`src/rtl/cache_opr_seq.sv`:
```
// Serial cache sub-operation sequencer: optional launch delay, per-stage opr_done
// handshakes with timeout, abort, and an independent valid delay line.
module cache_opr_seq #(
  parameter int NUM_OPS   = 4,
  parameter int STG_W     = $clog2(NUM_OPS),
  parameter int START_DLY = 4,
  parameter int TIMEOUT   = 256,
  parameter int CNT_W     = 9,
  parameter int VALID_DLY = 2
) (
  input  logic                 clk_i,
  input  logic                 rstb_i,
  input  logic                 valid_i,
  input  logic                 abort_i,
  input  logic [NUM_OPS-1:0]   opr_done_i,
  output logic [VALID_DLY-1:0] valid_dly_o,
  output logic                 busy_o,
  output logic [NUM_OPS-1:0]   opr_en_o,
  output logic [NUM_OPS-1:0]   opr_pulse_o,
  output logic [STG_W-1:0]     cur_stage_o,
  output logic                 seq_done_o,
  output logic                 seq_timeout_o
);

  typedef enum logic [1:0] {IDLE, WAIT, RUN, FIN} state_e;

  localparam logic [CNT_W-1:0] START_LAST = (START_DLY > 0) ? CNT_W'(START_DLY - 1) : '0;
  localparam logic [CNT_W-1:0] TO_LAST    = (TIMEOUT > 0) ? CNT_W'(TIMEOUT - 1) : '0;
  localparam logic [STG_W-1:0] LAST_STG   = STG_W'(NUM_OPS - 1);

  state_e               state_q, state_d;
  logic [STG_W-1:0]     stage_q, stage_d;
  logic [CNT_W-1:0]     cnt_q, cnt_d;
  logic                 timeout_d;
  logic [NUM_OPS-1:0]   en_d, en_q, en_prev_q;
  logic                 busy_q, done_q, timeout_q;
  logic [VALID_DLY-1:0] vdly_q;

  // Abort outranks everything; opr_done outranks the timeout in the same cycle.
  always_comb begin
    state_d   = state_q;
    stage_d   = stage_q;
    cnt_d     = cnt_q;
    timeout_d = 1'b0;
    if (abort_i) begin
      state_d = IDLE;
      stage_d = '0;
      cnt_d   = '0;
    end else begin
      case (state_q)
        IDLE: begin
          cnt_d   = '0;
          stage_d = '0;
          if (valid_i) state_d = (START_DLY == 0) ? RUN : WAIT;
        end
        WAIT: begin
          if (cnt_q == START_LAST) begin
            state_d = RUN;
            stage_d = '0;
            cnt_d   = '0;
          end else begin
            cnt_d = cnt_q + CNT_W'(1);
          end
        end
        RUN: begin
          if (opr_done_i[stage_q]) begin
            cnt_d = '0;
            if (stage_q == LAST_STG) begin
              state_d = FIN;
              stage_d = '0;
            end else begin
              stage_d = stage_q + STG_W'(1);
            end
          end else if ((TIMEOUT != 0) && (cnt_q == TO_LAST)) begin
            state_d   = IDLE;
            stage_d   = '0;
            cnt_d     = '0;
            timeout_d = 1'b1;
          end else begin
            cnt_d = cnt_q + CNT_W'(1);
          end
        end
        FIN: begin
          state_d = IDLE;
          cnt_d   = '0;
        end
        default: begin
          state_d = IDLE;
          stage_d = '0;
          cnt_d   = '0;
        end
      endcase
    end
  end

  always_comb begin
    en_d = '0;
    if (state_d == RUN) begin
      for (int i = 0; i < NUM_OPS; i++) en_d[i] = (STG_W'(i) <= stage_d);
    end
  end

  // Outputs are registered from the next state so they line up with the state.
  always_ff @(posedge clk_i) begin
    if (!rstb_i) begin
      state_q   <= IDLE;
      stage_q   <= '0;
      cnt_q     <= '0;
      en_q      <= '0;
      en_prev_q <= '0;
      busy_q    <= 1'b0;
      done_q    <= 1'b0;
      timeout_q <= 1'b0;
      vdly_q    <= '0;
    end else begin
      state_q   <= state_d;
      stage_q   <= stage_d;
      cnt_q     <= cnt_d;
      en_q      <= en_d;
      en_prev_q <= en_q;
      busy_q    <= (state_d != IDLE);
      done_q    <= (state_d == FIN);
      timeout_q <= timeout_d;
      vdly_q    <= VALID_DLY'({vdly_q, valid_i});
    end
  end

  assign valid_dly_o   = vdly_q;
  assign busy_o        = busy_q;
  assign opr_en_o      = en_q;
  assign opr_pulse_o   = en_q & ~en_prev_q;
  assign cur_stage_o   = stage_q;
  assign seq_done_o    = done_q;
  assign seq_timeout_o = timeout_q;

endmodule

```
`config.mk`:
```
export PLATFORM = sky130hd
export DESIGN_NAME = cache_opr_seq
export DESIGN_NICKNAME = d
export VERILOG_FILES = /design/src/rtl/cache_opr_seq.sv
export SDC_FILE = /design/constraint.sdc
export NUM_CORES = 1
export LEC_CHECK = 0
export BUFFER_PORTS_ARGS = -buffer_cell sky130_fd_sc_hd__buf_4
export CAP_MARGIN = 15
export CORE_ASPECT_RATIO = 1.4
export CORE_MARGIN = 1
export CORE_UTILIZATION = 40
export CTS_CLUSTER_DIAMETER = 60
export DETAILED_ROUTE_END_ITERATION = 8
export HOLD_SLACK_MARGIN = 0.1
export PLACE_DENSITY = 0.76
export SLEW_MARGIN = 20
export SYNTH_ARGS = -nofsm -noshare
export SYNTH_HDL_FRONTEND = slang
export SYNTH_SLANG_ARGS = --single-unit
export TNS_END_PERCENT = 20
```
`constraint.sdc`:
```
create_clock -name clk_i -period 1.91 [get_ports clk_i]
set_input_delay 0.382 -clock clk_i [delete_from_list [all_inputs] [get_ports clk_i]]
set_output_delay 0.382 -clock clk_i [all_outputs]
set_load 0.01 [all_outputs]
```
==> summary.md <==
The run finished with clean final reports. Total number of vias: 931. The die is 46.0 um wide. Number of cells on the worst reg-to-reg path: 6. The synthesized design contains 0 enable-type register cells.

No sink is reached through more buffers than the 2 on the longest clock path. The minimum period implied by the final worst setup slack came out at 1.91 ns. During placement, the flow inserted port buffers numbering 22.

Summed over all instances, the cell type with the most area after synthesis is sky130_fd_sc_hd__dfxtp_1. The worst vdd rail ir drop is 0.606 mV. The tree built by TritonCTS fans out to 26 sinks. For the worst reg-to-reg setup slack, the log shows 0.003 ns.

Traced cell by cell, the critical path runs through ha_4 -> or4b_4 -> o31ai_2 -> o21ai_1 -> a21o_1 -> o21a_1. The pre-antenna-repair detailed-routing pass consisted of 6 iterations. Clock-pin slew was measured on the worst setup and hold paths at 0.14 ns. The actual slew at the worst max-slew pin was 0.363 ns; the clock insertion delay at the later pin of the skew report was 0.33 ns. The detailed router finished its first iteration with 36 violations.

Power spread over the standard cell area amounts to 649 nW/um^2. The worst setup path is launched from a register. The wire length of the first global-routing pass is 3530 um. Number of buffers added by the clock tree synthesis step: 3. The tools report the synthesized netlist net count as 124.

For the placer congestion estimate, the log shows 0.772. The startpoint identified for the worst register-to-register timing path is cnt_q[1]. The initialized floorplan defines 22 standard-cell rows. Maximum fanout encountered on the critical timing path: 3. TritonCTS built the clock tree. The worst-path cell with the longest stage delay was sky130_fd_sc_hd__or4b_4. The number of H-tree levels was 1; the arrival time at the worst endpoint was 2.14 ns. The synthesized cell area was 1080 sq um; the area growth from synthesis to layout was 38.5%. The worst hold path belongs to the class input port to register. The number of max-cap violations came out at 0. The most critical setup path has its endpoint at opr_en_o[1]. Ranked by total cell area, the synthesized netlist is headed by sky130_fd_sc_hd__dfxtp_1 48%, sky130_fd_sc_hd__and2_1 5.2%, sky130_fd_sc_hd__ha_1 4.6%, sky130_fd_sc_hd__nor2_1 4.5%, sky130_fd_sc_hd__nor2b_1 4.0%. The final hold violation count was 0; the share of the yosys chip area belonging to registers was 48.0%. The largest single stage delay on the critical path is 0.48 ns.

The tools report the post-layout utilization of the core as 58.1%. The share of synthesized area in the top cell type comes to 48.0%. The tools report the kind of end point of the critical path as a register.

The placeable core area was 2590 sq um. The routed design has 2430 um of wire. Using the TritonRoute via totals, the vias-per-cell ratio works out to 5.01. The post-route clock skew is 0.00607 ns.

In the routed design, unresolved DRC markers number 0. The tools report the via count of the first global-routing pass as 883. The layout cell share with drive strength beyond 1 is 37.3%, and the antenna violation net count after detailed routing is 0. The worst path uses 99.8% of the clock period. Beginning of the critical path: cnt_q[1]. In the synthesized netlist the dominant register cell turns out to be sky130_fd_sc_hd__dfxtp_1. The finished cells cover 1500 sq um. At the end of the flow, the number of nets in the layout was 163. The worst register-to-register path ends at opr_en_o[1]. The type of the setup path with the least slack was register to register. The number of distinct library cell variants in the gate-level netlist after synthesis came out at 34.

23 I/O pins were placed. The required time of the worst setup path came out at 2.14 ns. Ranked by instance count, the synthesized netlist is headed by 26 x sky130_fd_sc_hd__dfxtp_1, 13 x sky130_fd_sc_hd__nor2_1, 9 x sky130_fd_sc_hd__and2_1. Synthesis-stage register bit count: 26. For this design the static power due to leakage is 0.638 nW. The number of antenna violations at the first check in global routing came out at 0.

Cell area reported after detailed placement: 1370 sq um. The worst relative slew slack is 75.6%, and the post-synthesis instance total is 112. The die covers 2930 sq um. Setup violations remaining at the end of the flow were counted as 0.

In the final routed layout, each cell accounts on average for 13.0 um. Once the floorplan was initialized, standard cells occupied 41.9% of the core. Clock tree synthesis selected as its root buffer the cell sky130_fd_sc_hd__clkbuf_4. Setup repair after global routing could not meet its margin everywhere.

During synthesis, Yosys emitted a total of 0 warnings. The total global routing track utilization was 16.5%; the total congestion overflow was 0. For this design, the CTS-stage hold fixing added 0 buffers.

sky130_fd_sc_hd__dfxtp_1 is the most common cell in the netlist. For the final max-slew violation count, the log shows 0. The repair_antennas step left the layout with diodes totalling 0. Timing would allow up to 524 MHz. The async set-or-reset flop fraction in the synthesized netlist is 0%. The logs give 1650 um for the detailed placement HPWL and 16 for the largest net degree at the start of global routing. The synthesized area per cell is 9.69 sq um, and the die extent in y is 63.6 um.
## how the worst min path moves through the flow
stage                   start             end  slack (ns)  depth (start not counted)
2_1_floorplan        cnt_q[0]        cnt_q[0]        0.43                          1
3_5_place_dp   valid_dly_o[0]  valid_dly_o[1]        0.46                          1
4_1_cts               valid_i  valid_dly_o[0]        0.27                          2
6_report              valid_i  valid_dly_o[0]        0.26                          2
5_1_grt               valid_i  valid_dly_o[0]        0.26                          2
3_3_place_gp   valid_dly_o[0]  valid_dly_o[1]        0.44                          1
## flip-flops by register name, summed over array words and instances (netlist names)
register and cells:
cur_stage_o 2, state_q 2, opr_en_o 4, busy_o 1, valid_dly_o 2, en_prev_q 4
seq_done_o 1, cnt_q 9, seq_timeout_o 1
## final cells by class
class                      count  area (sq um)
clock inverter                 1          30.0
multi-input combinational     80           598
inverter                       5          18.8
fill                         251          1080
clock buffer                   3          22.5
tap                           36          45.0
timing repair buffer          35           263
sequential                    26           526
## metrics by stage
stage | TNS (ns) | hold slack, ns | worst slack [ns] | cells | power (mW)
after floorplan | 0 | 0.428 | 0.0136 | 112 | 0.582
after global placement | -0.0631 | 0.444 | -0.0448 | 179 | 0.608
after detailed placement | -0.221 | 0.459 | -0.0908 | 179 | 0.609
after CTS | -0.0203 | 0.265 | -0.0203 | 186 | 0.981
after global routing | -0.230 | 0.262 | -0.0463 | 186 | 1.02
final | 0 | 0.262 | 0.00325 | 186 | 0.975
## layout by cell type, fill, tap and decap left out, drive strengths merged
| cell | count |
|---|---|
| o31a | 1 |
| nand2 | 5 |
| o21a | 1 |
| mux2i | 3 |
| a31oi | 1 |
| o21bai | 1 |
| inv | 5 |
| o211ai | 1 |
| nand2b | 4 |
| nor3 | 3 |
| a21oi | 2 |
| o31ai | 3 |
| nor4 | 1 |
| ha | 4 |
| nand3 | 4 |
| nor2 | 14 |
| and4 | 1 |
| xnor2 | 3 |
| dfxtp | 26 |
| o21ai | 1 |
| clkbuf | 3 |
| or4b | 1 |
| and2 | 9 |
| buf | 35 |
| a21o | 1 |
| a22o | 1 |
| nand4 | 1 |
| and3 | 1 |
| or2 | 1 |
| mux4 | 1 |
| or4 | 1 |
| xor2 | 3 |
| bufinv | 1 |
| nor2b | 7 |
## critical path, delay by kind of cell (launching register included)
kind,cells,cell delay (ns)
adder cells (fa/ha/maj),1,0.16
AND/OR/NAND/NOR,1,0.48
AO/OA/AOI/OAI,4,0.81
flip-flops,1,0.38
## report_power, final
| group | total [mW] | internal (mW) | leakage, nW | switching (mW) |
|---|---|---|---|---|
| logic | 0.0501 | 0.0265 | 0.398 | 0.0236 |
| registers | 0.550 | 0.547 | 0.212 | 0.00295 |
| clock network | 0.375 | 0.212 | 0.0279 | 0.163 |
## timing repair
| action | CTS | global route |
|---|---|---|
| buffers inserted | 3 | 0 |
| gates cloned | 0 | 0 |
| pin swaps | 3 | 5 |
| endpoints found under the setup margin | 6 | 7 |
| gates resized for setup | 6 | 9 |
## cells by family after synthesis
group	share of synthesized area, %
DFF	48.0
xor gates and xnor gates	4.85
adders and majority gates	4.61
AOI/OAI and AO/OA	8.42
muxes	4.84
and+or+nand+nor	27.1
buffers and inverters	2.19
## routing by layer
layer / GRT usage [%] / share of wire [%] / vias to the layer above
li1: - / - / 459
met1: 15.9 / 36 / 440
met2: 30.8 / 58 / 26
met3: 3.15 / 4.3 / 6
met4: 7.35 / 1.6 / 0
met5: 0 / 0 / -
Note: power is estimated with default switching activity, not from simulation.
